==> config.mk <==
export PLATFORM = sky130hd
export DESIGN_NAME = serial_c_receiver
export DESIGN_NICKNAME = d
export VERILOG_FILES = /design/src/rtl/serial_c_receiver.sv
export SDC_FILE = /design/constraint.sdc
export NUM_CORES = 1
export LEC_CHECK = 0
export CAP_MARGIN = 15
export CORE_ASPECT_RATIO = 0.6
export CORE_MARGIN = 1
export CORE_UTILIZATION = 35
export DETAILED_ROUTE_END_ITERATION = 10
export GPL_TIMING_DRIVEN = 0
export PLACE_DENSITY = 0.6
export SYNTH_ARGS = -nofsm -noshare
export SYNTH_HDL_FRONTEND = slang
export SYNTH_SLANG_ARGS = --single-unit
==> constraint.sdc <==
create_clock -name clk -period 5.2 [get_ports clk]
set_input_delay 1.3 -clock clk [delete_from_list [all_inputs] [get_ports clk]]
set_output_delay 1.3 -clock clk [all_outputs]
set_load 0.01 [all_outputs]
==> src/rtl/serial_c_receiver.sv <==
// Serial C result receiver: deserializes LSB-first frames and queues the words in a FWFT FIFO.
// State table: IDLE | waiting for a first-bit marker ; RECV | collecting the remaining bits of a frame
module serial_c_receiver #(
    parameter int FRAME_BITS = 3,
    parameter int DEPTH      = 4,
    parameter int GAP_MAX    = 8
) (
    input  logic                      clk,
    input  logic                      reset,
    input  logic                      c_start,
    input  logic                      c_shift,
    input  logic                      c_bit,
    output logic [FRAME_BITS-1:0]     out_data,
    output logic                      out_valid,
    input  logic                      out_ready,
    output logic [$clog2(DEPTH):0]    fifo_level,
    output logic                      frame_err,
    output logic                      overflow
);
    localparam int AW = $clog2(DEPTH);
    localparam int LW = AW + 1;
    localparam int BW = (FRAME_BITS > 1) ? $clog2(FRAME_BITS) : 1;
    localparam int GW = $clog2(GAP_MAX + 1);

    typedef enum logic {IDLE, RECV} state_t;

    state_t                state, state_nxt;
    logic [BW-1:0]         bitcnt, bitcnt_nxt;
    logic [GW-1:0]         gapcnt, gapcnt_nxt;
    logic [FRAME_BITS-1:0] shreg, shreg_nxt;
    logic [FRAME_BITS-1:0] start_word, ins_word, push_word;
    logic                  push, err_nxt;

    logic [FRAME_BITS-1:0] mem [DEPTH];
    logic [AW-1:0]         wr_ptr, rd_ptr;
    logic [LW-1:0]         level;
    logic                  pop, full, do_push;

    always_comb begin
        start_word    = '0;
        start_word[0] = c_bit;
        ins_word         = shreg;
        ins_word[bitcnt] = c_bit;
    end

    always_comb begin
        state_nxt  = state;
        bitcnt_nxt = bitcnt;
        gapcnt_nxt = gapcnt;
        shreg_nxt  = shreg;
        push       = 1'b0;
        push_word  = shreg;
        err_nxt    = 1'b0;
        case (state)
            IDLE: begin
                gapcnt_nxt = '0;
                if (c_shift && c_start) begin
                    if (FRAME_BITS == 1) begin
                        push      = 1'b1;
                        push_word = start_word;
                    end else begin
                        shreg_nxt  = start_word;
                        bitcnt_nxt = BW'(1);
                        state_nxt  = RECV;
                    end
                end else if (c_shift) begin
                    err_nxt = 1'b1;
                end
            end
            RECV: begin
                if (c_shift) begin
                    gapcnt_nxt = '0;
                    if (c_start) begin
                        // Early marker: abandon the partial frame, this bit starts a new one
                        err_nxt    = 1'b1;
                        shreg_nxt  = start_word;
                        bitcnt_nxt = BW'(1);
                    end else if (bitcnt == BW'(FRAME_BITS - 1)) begin
                        push       = 1'b1;
                        push_word  = ins_word;
                        bitcnt_nxt = '0;
                        state_nxt  = IDLE;
                    end else begin
                        shreg_nxt  = ins_word;
                        bitcnt_nxt = bitcnt + BW'(1);
                    end
                end else if (gapcnt == GW'(GAP_MAX - 1)) begin
                    err_nxt    = 1'b1;
                    gapcnt_nxt = '0;
                    bitcnt_nxt = '0;
                    state_nxt  = IDLE;
                end else begin
                    gapcnt_nxt = gapcnt + GW'(1);
                end
            end
            default: state_nxt = IDLE;
        endcase
    end

    assign pop     = (level != '0) && out_ready;
    assign full    = (level == LW'(DEPTH));
    // A full FIFO still accepts a word when the head leaves on the same edge
    assign do_push = push && (!full || pop);

    always_ff @(posedge clk) begin
        if (reset) begin
            state     <= IDLE;
            bitcnt    <= '0;
            gapcnt    <= '0;
            shreg     <= '0;
            wr_ptr    <= '0;
            rd_ptr    <= '0;
            level     <= '0;
            frame_err <= 1'b0;
            overflow  <= 1'b0;
        end else begin
            state     <= state_nxt;
            bitcnt    <= bitcnt_nxt;
            gapcnt    <= gapcnt_nxt;
            shreg     <= shreg_nxt;
            frame_err <= err_nxt;
            if (do_push) wr_ptr <= wr_ptr + AW'(1);
            if (pop) rd_ptr <= rd_ptr + AW'(1);
            level <= level + LW'(do_push) - LW'(pop);
            if (push && full && !pop) overflow <= 1'b1;
        end
    end

    always_ff @(posedge clk) begin
        if (do_push) mem[wr_ptr] <= push_word;
    end

    assign out_valid  = (level != '0);
    assign out_data   = out_valid ? mem[rd_ptr] : '0;
    assign fifo_level = level;
endmodule

==> metrics <==
status finished, final reports clean; Worst path slowest cell clkdlybuf4s50_1; post-synthesis cell count 130; die area 4490 um2; peak fanout along the critical path 7; Setup crit end kind flop; post-DR wirelength/cell 13.3 um; hold buffer count at CTS 0; max_cap viols 0; Final Hold Viols 0; # clock sinks 33; gr busiest metal met2; number of global-route vias before repair 895; Finished Layout Cells 207; post-cts resize count 0; largest net degree at the start of global routing 12; Core ar. 3850 um2; IO Pins 15; critical-path cell list clkdlybuf4s50_1 > and3b_1 > and4bb_4 > inv_1 > ha_1 > inv_1 > ha_1 > fa_1 > xnor2_1 > xnor2_1 > nor2_1; Clock Latency Late Sink 0.29 ns; dpl cell area 1670 um2; CP Data Required Time 5.37 ns; GR Util met3 6.14%; crit path time final 3.59 ns; Mapped Area 1480 um2; Leak 0.649 nW; Hold Crit Class reg -> reg; Mean Syn Cell Area 11.4 um2; Horiz. Die Dim 85.9 um; I/O Buffers 12; area grow syn2layout 18.8%; Tcrit/Tclk final 69.1%; DP Cell Count 199; DR DRC count 0; DR pass1 iterations 4; CTS Root Cell clkbuf_8; max incr delay on CP 0.50 ns; unrepaired setup endpoints after global routing false; die height 52.3 um; Detailed Route Iter0 Violations 47; Achievable Freq 0.278 GHz; share of post-route cells with drive strength above 1 13.3%; grt total ovfl 0; Total GRT Usage 14.3%; Seq/Total Area, Yosys 52.8%; power per cell area 406 nW/um2; Peak supply drop 130 uV; TNS Setup 0 ns; Final GP Congestion 0.782; Pwr Total 0.713 mW; Crit Path Category in -> reg; Design Area, Final 1760 um2; commonest cells after routing, fill and taps aside dfxtp_1 (21), nor2_1 (13), inv_1 (12), clkdlybuf4s50_1 (12), edfxtp_1 (12); Final Slew Violations 0; Ant. Diodes 0; # fillers 368; Num CTS Buffers 5; relative slew slack 67.9%; Clock Pin Slew Worst Setup and Hold Paths 0.07 ns; antenna violations before repair 0; final wirelength 2750 um; vias 972; H-tree levels 2; Synth Register Bits 33; first-pass GRT wire length 4530 um; hpwl dp 2000 um; crit path launch type input pin; global-route track usage on met2 20.1%; Setup Fix Bufs, Post-CTS 0; slew of the pin with the lowest slew margin 0.478 ns; Crit path arrival time 3.76 ns; most common cell after layout, fill and taps aside dfxtp_1; M1 GR Usage 19.8%; CTS tree yes; Netlist cell types 34; Final setup violation count 0; Worst Clk Skew 0.00372 ns; num rows 17; vias per cell 4.70; Ys Warns 0; ANT nets after route 0; Max Buffers Root-to-Sink 2; Mapped Nets 144; Layout Nets 163; starting density of the core 38.4%
-- sequential cells by signal, indices dropped and copies added (netlist names), named ones only --
register / count
wr_ptr: 2
frame_err: 1
mem: 12
overflow: 1
gapcnt: 4
state: 1
bitcnt: 2
rd_ptr: 2
shreg: 3
fifo_level: 3
-- cell families after synthesis --
group	synth area share, %
AND/OR/NAND/NOR	18.5
adder cells (fa/ha/maj)	7.28
AO/OA/AOI/OAI	5.76
buffers and inverters	4.40
flip-flops	52.8
multiplexers	7.70
XOR/XNOR	3.56
-- path summary, 6_finish.rpt --
path	start	to	slack, ns	cells after the start
worst max-delay path	c_start	fifo_level[2]	1.61	11
worst min-delay path	shreg[2]	shreg[2]	0.43	2
worst max register to register	state	fifo_level[2]	2.69	10
worst min register to register	shreg[2]	shreg[2]	0.43	2
-- where the power goes --
group	internal (mW)	leakage (nW)	switching (mW)
logic	0.117	0.331	0.0836
registers	0.289	0.274	0.0308
clock network	0.0923	0.0439	0.0996
total	0.499	0.649	0.214
-- cell type report --
cell class                 instances  area, um2  area share, %
clock inverter                     3       17.5          0.998
tap                               57       71.3           4.06
clock buffer                       5       68.8           3.92
multi-input combinational         80        632           36.0
inverter                          12       45.0           2.57
sequential                        33        781           44.5
buffer                             5       20.0           1.14
timing repair buffer              12        120           6.84
-- stage by stage --
step | hold slack [ns] | setup slack, ns | util, %
after floorplan | 0.406 | 1.92 | -
after global placement | 0.415 | 1.38 | 43.4
after detailed placement | 0.417 | 1.31 | 43.4
after CTS | 0.428 | 1.62 | 45.6
after global routing | 0.441 | 1.49 | 45.6
final | 0.428 | 1.61 | 45.6
-- critical path: cells and delay by family --
kind,cells,cell delay [ns]
fa+ha+maj,3,0.84
simple gates,3,0.70
buf+inv,3,0.61
xor+xnor,2,0.31
-- Yosys cell counts --
master | count | area share, %
nor4b_2 | 1 | 1.0
fa_1 | 1 | 1.4
a32o_1 | 1 | 0.68
xor2_1 | 4 | 2.4
o21ai_0 | 4 | 1.4
mux2_4 | 1 | 1.0
o31ai_1 | 2 | 1.0
ha_1 | 7 | 5.9
a21oi_1 | 3 | 1.0
dfxtp_1 | 21 | 28
and3b_1 | 1 | 0.59
and2_2 | 4 | 2.0
nor2b_1 | 7 | 3.0
o311ai_0 | 1 | 0.59
nor3b_1 | 1 | 0.51
buf_2 | 1 | 0.34
nand2_1 | 4 | 1.0
nand3_1 | 4 | 1.4
nand3b_1 | 1 | 0.51
edfxtp_1 | 12 | 24
xnor2_1 | 2 | 1.2
inv_1 | 12 | 3.0
nor3_1 | 1 | 0.34
clkbuf_1 | 4 | 1.0
nand2b_1 | 4 | 1.7
mux2i_1 | 2 | 1.4
mux2_2 | 1 | 0.76
a41oi_1 | 1 | 0.59
and3_1 | 2 | 0.85
nand4b_1 | 2 | 1.2
and4bb_4 | 1 | 1.1
mux4_2 | 3 | 4.6
a211oi_1 | 1 | 0.51
nor2_1 | 13 | 3.3
-- layer usage --
layer | vias to the layer above | wire [um] | part of all wire, %
met4 | 0 | 7 | 0.25
met1 | 456 | 1440 | 52
li1 | 487 | - | -
met5 | - | 0 | 0
met2 | 27 | 1110 | 40
met3 | 2 | 193 | 7.0
No activity file was read; power rests on OpenSTA's default activity.
